## src/rtl/ex_pkg.sv

```systemverilog
// ============================================================================
// Module      : ex_pkg
// Description : Shared encodings for the MUSA execute stage: ALU control,
//               R-type function codes, operand selects, next-PC selects,
//               flag bit positions and the execute FSM state type.
// Revision    : 1.0 - initial release
// ============================================================================
`default_nettype none

package ex_pkg;

  // alu_control encodings
  localparam logic [2:0] c_ALU_ADD   = 3'b000;
  localparam logic [2:0] c_ALU_SUB   = 3'b001;
  localparam logic [2:0] c_ALU_AND   = 3'b010;
  localparam logic [2:0] c_ALU_OR    = 3'b011;
  localparam logic [2:0] c_ALU_XOR   = 3'b100;
  localparam logic [2:0] c_ALU_SLT   = 3'b101;
  localparam logic [2:0] c_ALU_RTYPE = 3'b110;
  localparam logic [2:0] c_ALU_PASSB = 3'b111;

  // R-type function codes
  localparam logic [5:0] c_FN_SLL   = 6'h00;
  localparam logic [5:0] c_FN_MFHI  = 6'h10;
  localparam logic [5:0] c_FN_MULTU = 6'h18;
  localparam logic [5:0] c_FN_DIVU  = 6'h1A;
  localparam logic [5:0] c_FN_ADD   = 6'h20;
  localparam logic [5:0] c_FN_SUB   = 6'h22;
  localparam logic [5:0] c_FN_AND   = 6'h24;
  localparam logic [5:0] c_FN_OR    = 6'h25;
  localparam logic [5:0] c_FN_SLT   = 6'h2A;

  // Operand selects
  localparam logic [1:0] c_ASEL_PC    = 2'd0;
  localparam logic [1:0] c_ASEL_PC1   = 2'd1;
  localparam logic [1:0] c_ASEL_DATA  = 2'd2;
  localparam logic [1:0] c_BSEL_IMM   = 2'd0;
  localparam logic [1:0] c_BSEL_DATA  = 2'd1;
  localparam logic [1:0] c_BSEL_IMMS2 = 2'd2;

  // pc_select encodings (5..7 fall back to pc_1)
  localparam logic [2:0] c_PC_SEL_SEQ    = 3'd0;
  localparam logic [2:0] c_PC_SEL_JUMP   = 3'd1;
  localparam logic [2:0] c_PC_SEL_BRANCH = 3'd2;
  localparam logic [2:0] c_PC_SEL_STACK  = 3'd3;
  localparam logic [2:0] c_PC_SEL_JR     = 3'd4;

  // flag bit indices
  localparam int c_FLAG_ZERO = 0;
  localparam int c_FLAG_NEG  = 1;
  localparam int c_FLAG_ERR  = 2;

  typedef enum logic [1:0] {
    ST_IDLE   = 2'd0,
    ST_MULDIV = 2'd1,
    ST_HOLD   = 2'd2
  } ex_state_t;

endpackage

`default_nettype wire

```

## src/rtl/ex_muldiv_iter.sv

```systemverilog
// ============================================================================
// Module      : ex_muldiv_iter
// Description : Iterative unsigned multiply (shift-add) / divide (restoring)
//               unit with the hi register. One step per cycle, DATA_W steps.
//               A zero divisor finishes on the first busy cycle with
//               lo = all-ones, hi = dividend and err set.
// Ports       : clk, rst      - clock, synchronous active-high reset
//               i_flush       - abort an in-flight operation (hi kept)
//               i_start       - latch operands and begin (i_div selects divu)
//               i_a, i_b      - multiplicand/dividend, multiplier/divisor
//               o_busy        - operation in progress
//               o_done        - final step this cycle (o_lo/o_err valid)
//               o_lo, o_err   - low product / quotient and error flag
//               o_hi          - hi register (high product / remainder)
// Revision    : 1.0 - initial release
// ============================================================================
`default_nettype none

module ex_muldiv_iter #(
  parameter int DATA_W = 32
) (
  input  logic              clk,
  input  logic              rst,
  input  logic              i_flush,
  input  logic              i_start,
  input  logic              i_div,
  input  logic [DATA_W-1:0] i_a,
  input  logic [DATA_W-1:0] i_b,
  output logic              o_busy,
  output logic              o_done,
  output logic [DATA_W-1:0] o_lo,
  output logic              o_err,
  output logic [DATA_W-1:0] o_hi
);

  localparam int c_CNT_W = $clog2(DATA_W + 1);

  logic               r_busy, r_div, r_div0, r_err;
  logic [c_CNT_W-1:0] r_cnt;
  logic [DATA_W-1:0]  r_acc, r_q, r_d, r_lo, r_hi;

  logic [DATA_W:0]    w_sum, w_shift, w_diff;
  logic [DATA_W-1:0]  w_acc_nx, w_q_nx, w_lo_fin, w_hi_fin;

  // {r_acc, r_q} is the double-width working register for both operations:
  // product accumulates from the top, quotient bits shift in at the bottom.
  always_comb begin
    w_sum    = {1'b0, r_acc} + {1'b0, r_d};
    w_shift  = {r_acc, r_q[DATA_W-1]};
    w_diff   = w_shift - {1'b0, r_d};
    w_acc_nx = r_acc;
    w_q_nx   = r_q;
    if (r_div) begin
      // Borrow out of the top bit means the trial subtract went negative.
      if (!w_diff[DATA_W]) begin
        w_acc_nx = w_diff[DATA_W-1:0];
        w_q_nx   = {r_q[DATA_W-2:0], 1'b1};
      end else begin
        w_acc_nx = w_shift[DATA_W-1:0];
        w_q_nx   = {r_q[DATA_W-2:0], 1'b0};
      end
    end else if (r_q[0]) begin
      w_acc_nx = w_sum[DATA_W:1];
      w_q_nx   = {w_sum[0], r_q[DATA_W-1:1]};
    end else begin
      w_acc_nx = {1'b0, r_acc[DATA_W-1:1]};
      w_q_nx   = {r_acc[0], r_q[DATA_W-1:1]};
    end
  end

  assign w_lo_fin = r_div0 ? {DATA_W{1'b1}} : w_q_nx;
  assign w_hi_fin = r_div0 ? r_q : w_acc_nx;

  assign o_done = r_busy && (r_div0 || (r_cnt == c_CNT_W'(1)));
  assign o_busy = r_busy;
  assign o_lo   = r_busy ? w_lo_fin : r_lo;
  assign o_err  = r_busy ? r_div0 : r_err;
  assign o_hi   = r_hi;

  always_ff @(posedge clk) begin
    if (rst) begin
      r_busy <= 1'b0;
      r_div  <= 1'b0;
      r_div0 <= 1'b0;
      r_err  <= 1'b0;
      r_cnt  <= '0;
      r_acc  <= '0;
      r_q    <= '0;
      r_d    <= '0;
      r_lo   <= '0;
      r_hi   <= '0;
    end else if (i_flush) begin
      r_busy <= 1'b0;
    end else if (i_start) begin
      r_busy <= 1'b1;
      r_div  <= i_div;
      r_div0 <= i_div && (i_b == '0);
      r_cnt  <= c_CNT_W'(DATA_W);
      r_acc  <= '0;
      r_q    <= i_a;
      r_d    <= i_b;
    end else if (r_busy) begin
      r_acc <= w_acc_nx;
      r_q   <= w_q_nx;
      r_cnt <= r_cnt - c_CNT_W'(1);
      if (o_done) begin
        r_busy <= 1'b0;
        r_lo   <= w_lo_fin;
        r_hi   <= w_hi_fin;
        r_err  <= r_div0;
      end
    end
  end

endmodule

`default_nettype wire

```

## src/rtl/ex_stage_seq.sv

```systemverilog
// ============================================================================
// Module      : ex_stage_seq
// Description : Registered execute stage: operand select, single-cycle ALU,
//               iterative multu/divu, branch resolution and next-PC, with
//               valid/ready handshakes on input and output.
// Config      : EX_MULDIV_EN - when defined, multu/divu/mfhi use the
//               iterative unit and hi register; otherwise they complete in
//               one cycle with result 0 and flag[2] set, busy tied low.
// Ports       : clock, reset, flush       - clock, sync reset, sync kill
//               in_valid/in_ready         - input handshake
//               data_a, data_b, immediate - operands
//               pc, pc_1, jump_address, stack - PC sources
//               data_a_select, data_b_select, alu_control, func, pc_select
//               out_valid/out_ready       - output handshake
//               result, flag, next_pc     - registered result bundle
//               busy                      - multiply/divide in progress
// Revision    : 1.0 - initial release
// ============================================================================
`default_nettype none

module ex_stage_seq
  import ex_pkg::*;
#(
  parameter int DATA_W = 32,
  parameter int ADDR_W = 32
) (
  input  logic              clock,
  input  logic              reset,
  input  logic              flush,
  input  logic              in_valid,
  output logic              in_ready,
  input  logic [DATA_W-1:0] data_a,
  input  logic [DATA_W-1:0] data_b,
  input  logic [DATA_W-1:0] immediate,
  input  logic [ADDR_W-1:0] pc,
  input  logic [ADDR_W-1:0] pc_1,
  input  logic [ADDR_W-1:0] jump_address,
  input  logic [ADDR_W-1:0] stack,
  input  logic [1:0]        data_a_select,
  input  logic [1:0]        data_b_select,
  input  logic [2:0]        alu_control,
  input  logic [5:0]        func,
  input  logic [2:0]        pc_select,
  output logic              out_valid,
  input  logic              out_ready,
  output logic [DATA_W-1:0] result,
  output logic [2:0]        flag,
  output logic [ADDR_W-1:0] next_pc,
  output logic              busy
);

  ex_state_t         r_state, w_state_nx;
  logic              r_out_valid;
  logic [DATA_W-1:0] r_result;
  logic [2:0]        r_flag;
  logic [ADDR_W-1:0] r_next_pc;

  logic [DATA_W-1:0] w_a, w_b, w_alu;
  logic              w_err;
  logic [2:0]        w_flag;
  logic [ADDR_W-1:0] w_next_pc;
  logic              w_accept, w_fire, w_single;

  always_comb begin
    case (data_a_select)
      c_ASEL_PC:   w_a = DATA_W'(pc);
      c_ASEL_PC1:  w_a = DATA_W'(pc_1);
      c_ASEL_DATA: w_a = data_a;
      default:     w_a = '0;
    endcase
    case (data_b_select)
      c_BSEL_IMM:   w_b = immediate;
      c_BSEL_DATA:  w_b = data_b;
      c_BSEL_IMMS2: w_b = immediate >> 2;
      default:      w_b = '0;
    endcase
  end

`ifdef EX_MULDIV_EN
  logic              w_md_op, w_md_busy, w_md_done, w_md_err, w_md_commit;
  logic [DATA_W-1:0] w_md_lo, w_hi;
  logic [2:0]        w_md_flag;
  logic [ADDR_W-1:0] r_pend_pc;

  assign w_md_op = (alu_control == c_ALU_RTYPE) &&
                   ((func == c_FN_MULTU) || (func == c_FN_DIVU));

  ex_muldiv_iter #(.DATA_W(DATA_W)) u_muldiv (
    .clk     (clock),
    .rst     (reset),
    .i_flush (flush),
    .i_start (w_accept && w_md_op),
    .i_div   (func == c_FN_DIVU),
    .i_a     (w_a),
    .i_b     (w_b),
    .o_busy  (w_md_busy),
    .o_done  (w_md_done),
    .o_lo    (w_md_lo),
    .o_err   (w_md_err),
    .o_hi    (w_hi)
  );

  assign busy     = w_md_busy;
  assign w_single = w_accept && !w_md_op;
  // Result enters the output register either straight off the last step or,
  // if the register was still occupied, once downstream drains it.
  assign w_md_commit = ((r_state == ST_MULDIV) && w_md_done && (!r_out_valid || out_ready)) ||
                       ((r_state == ST_HOLD) && out_ready);

  always_comb begin
    w_md_flag              = '0;
    w_md_flag[c_FLAG_ZERO] = (w_md_lo == '0);
    w_md_flag[c_FLAG_NEG]  = w_md_lo[DATA_W-1];
    w_md_flag[c_FLAG_ERR]  = w_md_err;
  end
`else
  assign busy     = 1'b0;
  assign w_single = w_accept;
`endif

  always_comb begin
    w_alu = '0;
    w_err = 1'b0;
    case (alu_control)
      c_ALU_ADD:   w_alu = w_a + w_b;
      c_ALU_SUB:   w_alu = w_a - w_b;
      c_ALU_AND:   w_alu = w_a & w_b;
      c_ALU_OR:    w_alu = w_a | w_b;
      c_ALU_XOR:   w_alu = w_a ^ w_b;
      c_ALU_SLT:   w_alu[0] = ($signed(w_a) < $signed(w_b));
      c_ALU_RTYPE: begin
        case (func)
          c_FN_ADD: w_alu = w_a + w_b;
          c_FN_SUB: w_alu = w_a - w_b;
          c_FN_AND: w_alu = w_a & w_b;
          c_FN_OR:  w_alu = w_a | w_b;
          c_FN_SLT: w_alu[0] = ($signed(w_a) < $signed(w_b));
          c_FN_SLL: w_alu = w_a << w_b[4:0];
`ifdef EX_MULDIV_EN
          c_FN_MFHI: w_alu = w_hi;
`else
          c_FN_MFHI, c_FN_MULTU, c_FN_DIVU: w_err = 1'b1;
`endif
          default: w_alu = '0;
        endcase
      end
      default:     w_alu = w_b;
    endcase
  end

  always_comb begin
    w_flag              = '0;
    w_flag[c_FLAG_ZERO] = (w_alu == '0);
    w_flag[c_FLAG_NEG]  = w_alu[DATA_W-1];
    w_flag[c_FLAG_ERR]  = w_err;
  end

  // Branch compares the selected operands; target is relative to pc_1.
  always_comb begin
    case (pc_select)
      c_PC_SEL_JUMP:   w_next_pc = jump_address;
      c_PC_SEL_BRANCH: w_next_pc = (w_a == w_b) ? (pc_1 + ADDR_W'(immediate)) : pc_1;
      c_PC_SEL_STACK:  w_next_pc = stack;
      c_PC_SEL_JR:     w_next_pc = ADDR_W'(data_a);
      default:         w_next_pc = pc_1;
    endcase
  end

  // Reset gates in_ready so it rises only once reset is released.
  assign in_ready = !reset && (r_state == ST_IDLE) && (!r_out_valid || out_ready);
  assign w_accept = in_valid && in_ready && !flush;
  assign w_fire   = r_out_valid && out_ready;

  always_comb begin
    w_state_nx = r_state;
`ifdef EX_MULDIV_EN
    case (r_state)
      ST_IDLE:   if (w_accept && w_md_op) w_state_nx = ST_MULDIV;
      ST_MULDIV: if (w_md_done) w_state_nx = (r_out_valid && !out_ready) ? ST_HOLD : ST_IDLE;
      ST_HOLD:   if (out_ready) w_state_nx = ST_IDLE;
      default:   w_state_nx = ST_IDLE;
    endcase
    if (flush) w_state_nx = ST_IDLE;
`else
    w_state_nx = ST_IDLE;
`endif
  end

  always_ff @(posedge clock) begin
    if (reset) r_state <= ST_IDLE;
    else       r_state <= w_state_nx;
  end

  always_ff @(posedge clock) begin
    if (reset) begin
      r_out_valid <= 1'b0;
      r_result    <= '0;
      r_flag      <= '0;
      r_next_pc   <= '0;
`ifdef EX_MULDIV_EN
      r_pend_pc   <= '0;
`endif
    end else if (flush) begin
      r_out_valid <= 1'b0;
    end else begin
      if (w_fire) r_out_valid <= 1'b0;
      if (w_single) begin
        r_result    <= w_alu;
        r_flag      <= w_flag;
        r_next_pc   <= w_next_pc;
        r_out_valid <= 1'b1;
      end
`ifdef EX_MULDIV_EN
      if (w_accept && w_md_op) r_pend_pc <= w_next_pc;
      if (w_md_commit) begin
        r_result    <= w_md_lo;
        r_flag      <= w_md_flag;
        r_next_pc   <= r_pend_pc;
        r_out_valid <= 1'b1;
      end
`endif
    end
  end

  assign out_valid = r_out_valid;
  assign result    = r_result;
  assign flag      = r_flag;
  assign next_pc   = r_next_pc;

endmodule

`default_nettype wire
```

## config.mk

```make
export PLATFORM = sky130hd
export DESIGN_NAME = ex_stage_seq
export DESIGN_NICKNAME = d
export VERILOG_FILES = /design/src/rtl/ex_pkg.sv /design/src/rtl/ex_muldiv_iter.sv /design/src/rtl/ex_stage_seq.sv
export SDC_FILE = /design/constraint.sdc
export NUM_CORES = 1
export LEC_CHECK = 0
export ABC_AREA = 1
export CAP_MARGIN = 40
export CORE_UTILIZATION = 30
export DETAILED_ROUTE_END_ITERATION = 8
export HOLD_SLACK_MARGIN = 0.15
export PLACE_DENSITY = 0.61
export SETUP_SLACK_MARGIN = 0.02
export SLEW_MARGIN = 5
export SYNTH_ARGS = -nofsm -noshare
export SYNTH_HDL_FRONTEND = slang
export SYNTH_SLANG_ARGS = --single-unit
```

## constraint.sdc

```tcl
create_clock -name clock -period 6.73 [get_ports clock]
set_clock_uncertainty 0.15 [all_clocks]
set_input_delay 0.673 -clock clock [delete_from_list [all_inputs] [get_ports clock]]
set_output_delay 0.673 -clock clock [all_outputs]
set_load 0.01 [all_outputs]
```

Yosys cells after proc, flatten, opt, wreduce, memory -nomap -nowiden
Cells that the tools add are included.
{"block": "totals", "ff_bits": 68, "input_bits": 245, "word_cells": 65}
{"block": "classes", "addsub": 3, "order_cmp": 1, "n_eq_ne": 23, "shifts": 1, "mux": 12, "bitwise": 4, "reduce_logical": 17}
{"cell": "$pmux W31 S7", "n": 1}
{"cell": "$pmux W32 S3", "n": 2}
{"cell": "$pmux W31 S5", "n": 1}
{"cell": "$pmux W32 S4", "n": 1}
{"cell": "$add A32 B32 Y32", "n": 2}
{"cell": "$and A32 B32 Y32", "n": 1}
{"cell": "$eq A32 B32 Y1", "n": 1}
{"cell": "$logic_not A32 Y1", "n": 1}
{"cell": "$lt A32 B32 Y1", "n": 1}
{"cell": "$mux W32", "n": 1}
{"cell": "$or A32 B32 Y32", "n": 1}
{"cell": "$shl A32 B5 Y32", "n": 1}
{"cell": "$sub A32 B32 Y32", "n": 1}
{"cell": "$xor A32 B32 Y32", "n": 1}
{"cell": "$eq A6 B6 Y1 const B", "n": 5}
{"cell": "$eq A6 B5 Y1 const B", "n": 3}
{"cell": "$eq A3 B2 Y1 const B", "n": 4}
{"cell": "$eq A3 B3 Y1 const B", "n": 4}
{"cell": "$pmux W1 S7", "n": 1}
{"cell": "$eq A3 B1 Y1 const B", "n": 2}
{"cell": "$logic_not A6 Y1", "n": 1}
{"cell": "$pmux W1 S6", "n": 1}
{"cell": "$eq A2 B1 Y1 const B", "n": 2}
{"cell": "$eq A2 B2 Y1 const B", "n": 2}
{"cell": "11 further kinds", "n": 20}

Longest topological paths before layout
{"block": "logic_depth", "word_depth": 6, "ltp_mapped": 32, "mapped_depth_nobuf": 30}

Worst setup path before layout
OpenSTA, ideal clock, no wires.
{"block": "synth_timing", "path_type": "input-to-reg", "start": "input data_b_select[1]", "end": "register r_flag[0], in the netlist flag[0]", "t_arrival_ns": 3.676, "t_required_ns": 6.510, "slack_ns": 2.834, "path_stages": 28, "path_cell_list": "nor2_1 -> clkbuf_1 -> nand2_1 -> and3_1 -> ha_1 -> clkbuf_1 -> nor2_1 -> nand2_1 -> inv_1 -> nand3_1 -> or2_2 -> nand2_1 -> nand2_1 -> nand2_1 -> nand2_1 -> nand2_1 -> nor2_1 -> nor2_1 -> nand2_1 -> nand2_1 -> nand3_1 -> nand2_1 -> nand2_1 -> nor2_1 -> nand3_1 -> nor2_1 -> nand3_1 -> a21oi_1"}
{"block": "synth_via", "elab_chain_cells": 6, "word_cells_on_any_way": 16, "classes_between": "2 x add/sub; 1 x order compare; 2 x eq/ne; 1 x shift; 5 x mux; 3 x bitwise; 2 x reduce/logical"}
{"item": "start: declaration", "line_no": "ex_stage_seq.sv:40", "rtl": "input logic [1:0] data_b_select,"}
{"item": "$eq A2 B2 Y1, or another cell as far along", "line_no": "ex_stage_seq.sv:71", "rtl": "case (data_b_select)"}
{"item": "$pmux W32 S3 (*)", "line_no": "ex_stage_seq.sv:71"}
{"item": "$sub A32 B32 Y32, or another cell as far along", "line_no": "ex_stage_seq.sv:126, ex_stage_seq.sv:134"}
{"item": "$pmux W1 S6 / $pmux W31 S5 (equally long branches)", "line_no": "ex_stage_seq.sv:132", "rtl": "case (func)"}
{"item": "$pmux W1 S7 / $pmux W31 S7 (equally long branches)", "line_no": "ex_stage_seq.sv:124", "rtl": "case (alu_control)"}
{"item": "$logic_not A32 Y1 (*)", "line_no": "ex_stage_seq.sv:153", "rtl": "w_flag[c_FLAG_ZERO] = (w_alu == '0);"}
{"item": "end signal: assignment", "line_no": "ex_stage_seq.sv:209", "rtl": "r_flag <= w_flag;"}
{"item": "end: declaration", "line_no": "ex_stage_seq.sv:55", "rtl": "logic [2:0] r_flag;"}
Mark *: on every way between the ends. The rest lies on a longest branch, timed or not.
A chain may end at the register's enable or synchronous reset.

Final worst setup path
{"block": "layout_timing", "start": "input data_a_select[1]", "end": "register r_next_pc[7], in the netlist next_pc[7]"}
{"block": "layout_via", "elab_chain_cells": 5, "word_cells_on_any_way": 7, "classes_between": "3 x eq/ne; 3 x mux; 1 x reduce/logical"}
{"item": "start: declaration", "line_no": "ex_stage_seq.sv:39", "rtl": "input logic [1:0] data_a_select,"}
{"item": "$eq A2 B2 Y1, or another cell as far along", "line_no": "ex_stage_seq.sv:65", "rtl": "case (data_a_select)"}
{"item": "$pmux W32 S3 (*)", "line_no": "ex_stage_seq.sv:65"}
{"item": "$eq A32 B32 Y1 (*)", "line_no": "ex_stage_seq.sv:162", "rtl": "c_PC_SEL_BRANCH: w_next_pc = (w_a == w_b) ? (pc_1 + ADDR_W'(immediate)) : pc_1;"}
{"item": "$mux W32 (*)", "line_no": "ex_stage_seq.sv:162"}
{"item": "$pmux W32 S4 (*)", "line_no": "ex_stage_seq.sv:160", "rtl": "case (pc_select)"}
{"item": "end signal: assignment", "line_no": "ex_stage_seq.sv:210", "rtl": "r_next_pc <= w_next_pc;"}
{"item": "end: declaration", "line_no": "ex_stage_seq.sv:56", "rtl": "logic [ADDR_W-1:0] r_next_pc;"}
Marks and branches as above.

==> metrics.yaml <==
status: "finished clean"
syn_avg_cell_area_sq_um: 5.31
tightest_slew_ns: 0.955
finalHoldViolCount: 0
powerDensity_mw_per_mm2: 141
ctsLongestPathBuffers: 2
ys_ff_latch: 67
hold_ws_ns: 0.316
syn-num-nets: 3282
regToRegSetupSlack_ns: 4.08
ir_worst_vdd_v: 0.000117
fin_crit_sh_pct: 87.6
final_cell_mix: "nand2_1, nand3_1, inv_1"
power.share.clock_pct: 19.3
p_comb_share_pct: 65.3
clk_pin_slew_worst_paths_ns: 0.06
globalplace.congestion: 1.08
crit_start: "data_a_select[1]"
drt_iter0_markers: 2383
startpoint_type: "primary input"
regToRegEndpoint: "flag[0]"
cts_made_buffers: 9
grt_util_all_layers_pct: 33.3
maxCapViolCount: 0
pin_count: 315
layout-drive-gt1-share_pct: 3.86
ys_types: 56
ant_nets: 0
async_flop_share_pct: 0
tns_ns: 0
cp-endpoint: "next_pc[7]"
overflow: 0
final.setup.worst_slack_ns: 0.833
vias: 21600
p_leak_uw: 0.00915
cp-end-kind: "register"
ctsRootBufferMaster: "clkbuf_16"
coreArea_sq_mm: 0.0505
sequentialPowerShare_pct: 15.4
vias_per_cell: 5.62
power_uw: 2780
clock_latency_ns: 0.35
antenna_found_initial: 12
crit_fanout: 29
cts_tree: "done"
die_w_microns: 229
synth_warnings: 0
syn_inst: 2908
yosysSeqAreaShare_pct: 8.69
dieArea_sq_mm: 0.0524
grt_pass1_vias: 20600
initial_utilization_pct: 30.6
grt_pass1_wl_microns: 131000
drtPass1Iterations: 6
pre_cts_slack_ns: 0.839
io_buffers: 313
rsz0062_at_grt: "false"
cts_hold_buf: 0
internal_power_uw: 1340
die_h_microns: 229
rows: 82
grt_max_degree: 62
drc: 0
synth_edf_count: 0
post-cts-setup-buffer-count: 0
cp.required_ns: 6.77
post_drt_wl_per_cell_microns: 23.5
dp_hpwl_microns: 75300
rr_worst_depth: 14
final_common_cell: "nand2_1"
power_switching_uw: 1430
post-route-util_pct: 39.0
crit_type: "in2reg"
r2r-start: "out_valid"
cts_htree_levels: 3
wl_microns: 90200
crit_arrival_ns: 5.94
ctsResizeCount: 0
areaGrowthSynthToFinish_pct: 27.4
switching_share_pct: 51.6
clock_sinks: 67
maxSlewViolCount: 0
synth_ff_type: "dfxtp_1"
layout.nets: 3528
final-setup-viol-count: 0
hold_class: "reg2reg"
relSlewSlack_pct: 36.3
synthesis.area_sq_mm: 0.0154
fmax_mhz: 170
min_period_ns: 5.90
worst max-delay path, stage by stage:
cell             delay, ns
clkdlybuf4s50_1       0.58
nor2_2                0.77
inv_1                 0.22
o221ai_1              0.24
buf_4                 0.18
ha_1                  0.28
inv_1                 0.17
nor3_1                0.31
nand2_1               0.14
nor3_1                0.55
nand3_1               0.17
nor2_2                0.14
buf_4                 0.33
a21oi_1               0.11
a211o_1               0.24
o221ai_1              0.64
a21oi_1               0.15
cell usage after synthesis, types with 28 or more instances:
| cell | instances | area, sq um |
|---|---|---|
| a21oi_1 | 241 | 1210 |
| buf_2 | 34 | 170 |
| clkbuf_1 | 96 | 360 |
| dfxtp_1 | 67 | 1340 |
| ha_1 | 126 | 1580 |
| inv_1 | 370 | 1390 |
| nand2_1 | 804 | 3020 |
| nand3_1 | 422 | 2110 |
| nand4_1 | 34 | 213 |
| nor2_1 | 214 | 803 |
| nor3_1 | 28 | 140 |
| o21ai_0 | 178 | 891 |
flip-flops by register name, summed over array words and instances (netlist names):
register,cells
result,31
next_pc,32
flag,3
out_valid,1
metrics by stage:
step / cell area [sq um] / cells
global route: 19700 / 3831
finish: 19700 / 3833
CTS: 19700 / 3831
global placement: 19300 / 3809
detailed placement: 19300 / 3815
floorplan: 15400 / 2908
routing by layer:
layer | share of wire (%) | GRT usage [%] | wire length, microns | up-vias
met1 | 39 | 39.8 | 35200 | 9881
met3 | 8.7 | 5.94 | 7850 | 240
met4 | 7.6 | 22.6 | 6860 | 18
met2 | 45 | 54.4 | 40200 | 1218
met5 | 0.14 | 0 | 126 | -
li1 | - | - | - | 10200
power groups by stage:
stage | registers [uW] | clock network [uW] | logic, uW
after detailed placement | 436 | 0 | 1750
after global routing | 429 | 554 | 1950
after global placement | 437 | 0 | 1760
after CTS | 428 | 534 | 1760
final | 428 | 535 | 1810
after floorplan | 440 | 0 | 1050
cell type report:
| cell class | count | area [sq um] |
|---|---|---|
| Fill cell | 5720 | 30800 |
| Multi-Input combinational cell | 2319 | 12100 |
| Timing Repair Buffer | 376 | 3630 |
| Inverter | 381 | 1430 |
| Sequential cell | 67 | 1340 |
| Tap cell | 672 | 841 |
| Clock buffer | 9 | 225 |
| Clock inverter | 7 | 100 |
| Antenna cell | 2 | 5.00 |
kinds of logic after synthesis:
kind of cell	Yosys count	synth area share (%)
buffers and inverters	522	13.2
AND/OR/NAND/NOR	1556	43.2
XOR/XNOR	29	1.64
other	1	0.0243
AO/OA/AOI/OAI	604	22.7
adder cells (fa/ha/maj)	129	10.6
flip-flops	67	8.69
worst min path at each step:
stage                      from     endpoint  slack, ns  cells past startpoint
finish              next_pc[13]  next_pc[13]       0.32                      2
global route        next_pc[14]  next_pc[14]       0.33                      2
CTS                 next_pc[31]  next_pc[31]       0.32                      2
detailed placement  next_pc[31]  next_pc[31]       0.31                      2
global placement    next_pc[31]  next_pc[31]       0.31                      2
floorplan               flag[0]      flag[0]       0.34                      2
Power figures use the tool's default switching activity.
